--- config.mk ---
export PLATFORM = sky130hd
export DESIGN_NAME = add_seq_ctrl
export DESIGN_NICKNAME = d
export VERILOG_FILES = /design/src/rtl/add_seq_ctrl.sv
export SDC_FILE = /design/constraint.sdc
export NUM_CORES = 1
export LEC_CHECK = 0
export CORE_MARGIN = 2
export CORE_UTILIZATION = 48
export CTS_CLUSTER_DIAMETER = 60
export DETAILED_ROUTE_END_ITERATION = 8
export PLACE_DENSITY_LB_ADDON = 0.3
export SKIP_LAST_GASP = 1
export SLEW_MARGIN = 30
export SYNTH_ARGS = -nofsm -noshare
export SYNTH_HDL_FRONTEND = slang
export SYNTH_SLANG_ARGS = --single-unit
--- constraint.sdc ---
create_clock -name clk -period 4.7 [get_ports clk]
set_input_delay 0.94 -clock clk [delete_from_list [all_inputs] [get_ports clk]]
set_output_delay 0.94 -clock clk [all_outputs]
set_load 0.01 [all_outputs]
--- src/rtl/add_seq_ctrl.sv ---
// ============================================================================
// add_seq_ctrl : nibble-serial W-bit add/subtract built on the 4-bit adder add
// Rev 1.0
// ============================================================================
`default_nettype none

module add (
   input  logic [3:0] num1,
   input  logic [3:0] num2,
   output logic [3:0] Resul,
   output logic       Cout
);

   logic [4:0] w_c;

   assign w_c[0] = 1'b0;

   for (genvar gi = 0; gi < 4; gi++) begin : g_bit
      assign Resul[gi]  = num1[gi] ^ num2[gi] ^ w_c[gi];
      assign w_c[gi+1]  = (num1[gi] & num2[gi]) | (w_c[gi] & (num1[gi] ^ num2[gi]));
   end

   assign Cout = w_c[4];

endmodule

module add_seq_ctrl #(
   parameter int NIBBLES = 4
) (
   input  logic                   clk,
   input  logic                   rst_n,
   input  logic                   start,
   input  logic                   sub,
   input  logic [4*NIBBLES-1:0]   op_a,
   input  logic [4*NIBBLES-1:0]   op_b,
   output logic                   busy,
   output logic                   done,
   output logic [4*NIBBLES-1:0]   result,
   output logic                   cout
);

   localparam int                W      = 4 * NIBBLES;
   localparam int                IDXW   = (NIBBLES > 1) ? $clog2(NIBBLES) : 1;
   localparam logic [IDXW-1:0]   C_LAST = IDXW'(NIBBLES - 1);

   typedef enum logic [1:0] {
      S_IDLE = 2'd0,
      S_RUN  = 2'd1,
      S_DONE = 2'd2
   } state_t;

   state_t            r_state;
   logic [W-1:0]      r_a_sh;
   logic [W-1:0]      r_b_sh;
   logic              r_carry;
   logic [IDXW-1:0]   r_idx;
   logic [W-1:0]      r_result;
   logic              r_cout;
   logic              r_busy;
   logic              r_done;

   logic [3:0]        w_sum0;
   logic              w_c0;
   logic [3:0]        w_nib;
   logic              w_c1;
   logic              w_nib_c;

   // Carry-in is added by a second adder; both carries can never be set together.
   add u_add0 (
      .num1  (r_a_sh[3:0]),
      .num2  (r_b_sh[3:0]),
      .Resul (w_sum0),
      .Cout  (w_c0)
   );

   add u_add1 (
      .num1  (w_sum0),
      .num2  ({3'b000, r_carry}),
      .Resul (w_nib),
      .Cout  (w_c1)
   );

   assign w_nib_c = w_c0 | w_c1;

   always_ff @(posedge clk or negedge rst_n) begin
      if (!rst_n) begin
         r_state  <= S_IDLE;
         r_a_sh   <= '0;
         r_b_sh   <= '0;
         r_carry  <= 1'b0;
         r_idx    <= '0;
         r_result <= '0;
         r_cout   <= 1'b0;
         r_busy   <= 1'b0;
         r_done   <= 1'b0;
      end else begin
         case (r_state)
            S_IDLE, S_DONE: begin
               r_done <= 1'b0;
               if (start) begin
                  r_a_sh  <= op_a;
                  r_b_sh  <= sub ? ~op_b : op_b;
                  r_carry <= sub;
                  r_idx   <= '0;
                  r_busy  <= 1'b1;
                  r_state <= S_RUN;
               end else begin
                  r_state <= S_IDLE;
               end
            end
            S_RUN: begin
               for (int n = 0; n < NIBBLES; n++) begin
                  if (r_idx == IDXW'(n)) begin
                     r_result[4*n +: 4] <= w_nib;
                  end
               end
               r_a_sh  <= r_a_sh >> 4;
               r_b_sh  <= r_b_sh >> 4;
               r_carry <= w_nib_c;
               r_idx   <= r_idx + 1'b1;
               if (r_idx == C_LAST) begin
                  r_cout  <= w_nib_c;
                  r_busy  <= 1'b0;
                  r_done  <= 1'b1;
                  r_state <= S_DONE;
               end
            end
            default: begin
               r_busy  <= 1'b0;
               r_done  <= 1'b0;
               r_state <= S_IDLE;
            end
         endcase
      end
   end

   assign busy   = r_busy;
   assign done   = r_done;
   assign result = r_result;
   assign cout   = r_cout;

endmodule

`default_nettype wire
==> results of run 1 <==
cells in the final DEF, fill, tap and decap left out:
cell,n
mux2_4,8
a22o_1,9
nand2b_1,2
buf_2,1
mux2_2,8
a22oi_1,10
nor3_1,2
bufinv_16,1
and2b_4,1
nand2_1,13
nor2_1,15
inv_1,10
nor2_2,1
a221o_1,15
nor2b_1,2
ha_1,9
buf_4,2
o21ai_0,4
nand3b_1,1
nand2_4,2
xor2_1,4
clkinv_2,1
nand3_1,11
dfrtp_1,55
clkbuf_8,6
fa_1,3
clkdlybuf4s50_1,53
xnor2_1,12
through the flow:
step / instance area [um^2] / utilization (%) / setup WS [ns] / hold WS, ns
2_1_floorplan: 2580 / - / 2.44 / 0.466
3_3_place_gp: 3140 / 61.1 / 1.95 / 0.482
3_5_place_dp: 3140 / 61.1 / 1.94 / 0.482
4_1_cts: 3260 / 63.4 / 2.18 / 0.506
5_1_grt: 3260 / 63.4 / 2.09 / 0.522
6_report: 3260 / 63.4 / 2.18 / 0.506
metal layers:
metal | up-vias | GRT usage [%] | wire [um]
met3 | 4 | 4.88 | 234
met1 | 839 | 23.2 | 2180
met5 | - | 0 | 0
li1 | 841 | - | -
met4 | 0 | 3.75 | 47
met2 | 50 | 27.5 | 2320
final timing paths:
path,startpoint,to,depth (start not counted)
setup / recovery,r_b_sh[0]$_DFFE_PN0P_,r_carry$_DFFE_PN0P_,10
hold / removal,r_a_sh[5]$_DFFE_PN0P_,r_a_sh[1]$_DFFE_PN0P_,2
setup reg to reg,r_b_sh[0]$_DFFE_PN0P_,r_carry$_DFFE_PN0P_,10
hold reg to reg,r_a_sh[5]$_DFFE_PN0P_,r_a_sh[1]$_DFFE_PN0P_,2
max in group asynchronous,rst_n,r_a_sh[7]$_DFFE_PN0P_,2
min in group asynchronous,rst_n,result[10]$_DFFE_PN0P_,2
power by group:
group | internal, mW | total [mW] | switching (mW)
sequential | 0.695 | 0.831 | 0.136
clock | 0.172 | 0.318 | 0.146
combinational | 0.560 | 1.06 | 0.498
total | 1.43 | 2.21 | 0.779
cell type report:
cell class,instances,area share [%]
sequential,55,42.2
multi-input combinational,132,33.4
timing repair buffer,56,16.9
tap,70,2.69
clock buffer,6,2.53
inverter,10,1.15
clock inverter,2,1.08
worst register-to-register path, cell delays in order (launching register included):
cell	delay, ns
dfrtp_1	0.39
ha_1	0.18
fa_1	0.17
inv_1	0.05
fa_1	0.37
fa_1	0.50
inv_1	0.05
ha_1	0.19
nor2b_1	0.17
nor2_1	0.07
a221o_1	0.28
logic make-up after synthesis:
family | Yosys count | synth area share [%]
compound gates | 38 | 12.6
xor+xnor | 16 | 5.43
fa+ha+maj | 12 | 6.69
buf+inv | 24 | 4.51
flops | 55 | 53.3
mux | 16 | 8.14
simple gates | 50 | 9.36
flip-flops by register name (all words and copies together), names as in the netlist:
register,count
r_idx,2
done,1
busy,1
r_b_sh,16
r_a_sh,16
r_carry,1
cout,1
r_state,1
result,16
==> qor.yml, run 1 <==
status: "completed"
via_per_inst: 5.24
relSlewSlack_pct: 36.6
chipWidth_um: 77.3
maxSlewViolCount: 0
core_area_um2: 5140
finalCritPeriodShare_pct: 53.5
cts_tree: "done"
cap_violations: 0
ys_ff_latch: 55
ctsResizeCount: 0
ant_nets: 0
crit_path_end_kind: "register"
n_antenna_cell: 0
synth.top_cells.by_count: "dfrtp_1 (55), a221o_1 (15), nor2_1 (15)"
netlist_area_um2: 2580
numPortBuffers: 54
ys_types: 26
clk_latency_ns: 0.31
ys_warn_count: 0
cts.sinks: 55
path_cells: "ha_1, fa_1, inv_1, fa_1, fa_1, inv_1, ha_1, nor2b_1, nor2_1, a221o_1"
syn_area_per_cell_um2: 12.2
drt_iter0_drc: 97
clock_skew_ns: 0.00773
power.leakage_nw: 1.50
vias: 1734
async_flop_share_pct: 100
initial_core_util_pct: 50.2
gp_routability_congestion: 0.758
ys_top_cells_by_area: "dfrtp_1 (53%), a221o_1 (5.8%), mux2_4 (4.7%)"
wl_mm: 4.78
hold_buffers: 0
overflow: 0
setup_violations: 0
path_max_fanout: 2
die_area_um2: 5980
syn_nets: 259
p_total_mw: 2.21
layout-drive-gt1-share_pct: 11.9
grt_pass1_vias: 1686
dieHeight_um: 77.3
htree_levels: 2
rows: 26
period_needed_ns: 2.52
drc: 0
slowest_stage: "fa_1"
p_per_area_nw_per_um2: 678
synth_cells: 211
numCtsBuffers: 5
yosysSeqAreaShare_pct: 53.3
dpl.hpwl_mm: 3.34
start_kind: "register"
ff2ff_setup_slack_ns: 2.18
synth_area_leader_cell: "dfrtp_1"
synth_edf_count: 0
cts_max_path_buffers: 2
dominantRegCellSynth: "dfrtp_1"
setup_tns_ns: 0
grt_usage_pct: 17.1
place_inst: 323
fin_cells: 331
register_area_um2: 1380
pin_count: 55
postCtsSetupRepairBufs: 0
grt_pass1_wl_mm: 8.11
hold_class: "reg -> reg"
antenna_found_initial: 0
worst-path-buf-inv: 2
fill_cells: 442
area_delta_synth_final_pct: 26.2
crit_family: "adder cells"
multiInputGateArea_um2: 1090
critPathMaxStageDelay_ns: 0.50
crit_required_ns: 4.89
routedWlPerCell_um: 14.5
cpMostUsedCell: "fa_1"
clk_pin_slew_ns: 0.09
peakVddDrop_mv: 0.278
arrival_ns: 2.71
synth.most_common_cell: "dfrtp_1"
worst_pin_slew_ns: 0.948
drt_pass1_iterations: 4
clock-root-buffer: "clkbuf_8"
fmax_mhz: 398
grt_start_max_net_pins: 56
nets: 308
rsz0062_at_grt: "false"
crit_type: "reg -> reg"
hold_viol: 0
yosys.area.top_type_share_pct: 53.3
Note: power is estimated with default switching activity, not from simulation.
==> inputs of run 2 (changes only) <==
CORE_UTILIZATION = 46   (was 48)
clock period = 2.1 ns   (was 4.7 ns; I/O delays follow)
==> qor.yml, run 2 (synthesized netlist as in run 1, its figures left out) <==
status: "finished with violations"
failed_checks: "setup timing"
register_area_um2: 1380
setup_tns_ns: -1.44
cts.sinks: 55
final_common_cell: "dfrtp_1"
overflow: 0
period_needed_ns: 2.33
cap_violations: 0
via_per_inst: 5.15
finalCritPeriodShare_pct: 111
gp_routability_congestion: 0.755
place_ws_ns: -0.257
htree_levels: 2
hold_buffers: 0
n_antenna_cell: 0
die_area_um2: 6230
fin_cells: 342
hold_class: "in -> async"
numPortBuffers: 54
ant_nets: 0
wl_mm: 5.00
hold-worst-slack_ns: 0.229
crit_type: "reg -> reg"
dieHeight_um: 78.9
drt_pass1_iterations: 6
routedWlPerCell_um: 14.6
cts_tree: "done"
nets: 317
dpl.hpwl_mm: 3.42
drt_iter0_drc: 96
multiInputGateArea_um2: 1120
grt_pass1_wl_mm: 8.31
peakVddDrop_mv: 0.653
pin_count: 55
path_max_fanout: 2
layout-drive-gt1-share_pct: 16.7
p_per_area_nw_per_um2: 1550
rows: 27
post-route-util_pct: 61.8
crit_required_ns: 2.30
maxSlewViolCount: 0
setup_violations: 9
clock_skew_ns: 0.00529
worst_pin_slew_ns: 0.888
grt_usage_pct: 17.4
arrival_ns: 2.53
antenna_found_initial: 0
setup_slack_ns: -0.234
area_delta_synth_final_pct: 31.1
hold_viol: 0
fill_cells: 477
grt_pass1_vias: 1729
drc: 0
initial_core_util_pct: 47.2
vias: 1762
crit_path_end_kind: "register"
clk_pin_slew_ns: 0.09
cts_max_path_buffers: 2
rsz0062_at_grt: "true"
place_inst: 330
relSlewSlack_pct: 40.7
grt_start_max_net_pins: 56
numCtsBuffers: 5
start_kind: "register"
fin_area_um2: 3380
core_area_um2: 5470
clock-root-buffer: "clkbuf_8"
chipWidth_um: 78.9
power.leakage_nw: 1.55
mostFrequentLayoutCells: "dfrtp_1 (55), clkdlybuf4s50_1 (53), nor2_1 (15), a221o_1 (15), nand2_1 (13)"
dpl_cell_area_um2: 3210
p_total_mw: 5.24
clk_latency_ns: 0.31
fmax_mhz: 429
-- run 2: repair_timing --
action | 4_1_cts | 5_1_grt
resized for setup | 2 | 2
endpoints found under the hold margin | 0 | 0
endpoints found under the setup margin | 10 | 10
buffers inserted | 2 | 2
-- run 2: critical path: stages, from the launching register on --
cell and delay (ns):
dfrtp_1 0.38, ha_2 0.19, fa_1 0.16, inv_1 0.05, fa_2 0.33, fa_1 0.50, inv_2 0.05, ha_4 0.15
nor2b_4 0.10, nor2_1 0.05, a221o_1 0.27
-- run 2: final cells by class --
type	count	area share, %
Multi-Input combinational cell	132	33.0
Inverter	10	1.11
Sequential cell	55	40.7
Clock inverter	2	1.78
Timing Repair Buffer	65	18.6
Tap cell	72	2.66
Clock buffer	6	2.14
-- run 2: power breakdown --
group	switching [mW]	internal [mW]	leakage [nW]	total, mW
Combinational	1.17	1.40	0.801	2.58
Sequential	0.292	1.56	0.684	1.85
Clock	0.336	0.476	0.0654	0.812
-- run 2: path summary, 6_finish.rpt --
check | to | depth (start not counted) | from | slack, ns
setup reg to reg | r_carry$_DFFE_PN0P_ | 10 | r_a_sh[0]$_DFFE_PN0P_ | -0.23
max in group asynchronous | r_a_sh[1]$_DFFE_PN0P_ | 2 | rst_n | 1.42
setup / recovery | r_carry$_DFFE_PN0P_ | 10 | r_a_sh[0]$_DFFE_PN0P_ | -0.23
min in group clk | r_a_sh[8]$_DFFE_PN0P_ | 2 | r_a_sh[8]$_DFFE_PN0P_ | 0.50
hold / removal | result[2]$_DFFE_PN0P_ | 2 | rst_n | 0.23
hold reg to reg | r_a_sh[8]$_DFFE_PN0P_ | 2 | r_a_sh[8]$_DFFE_PN0P_ | 0.50
-- run 2: layer usage --
layer  wire, um  up-vias  track usage [%]
li1           -      861                -
met1       2230      843             21.8
met2       2430       51             29.5
met3        263        7             4.55
met4         72        0             5.69
met5          0        -                0
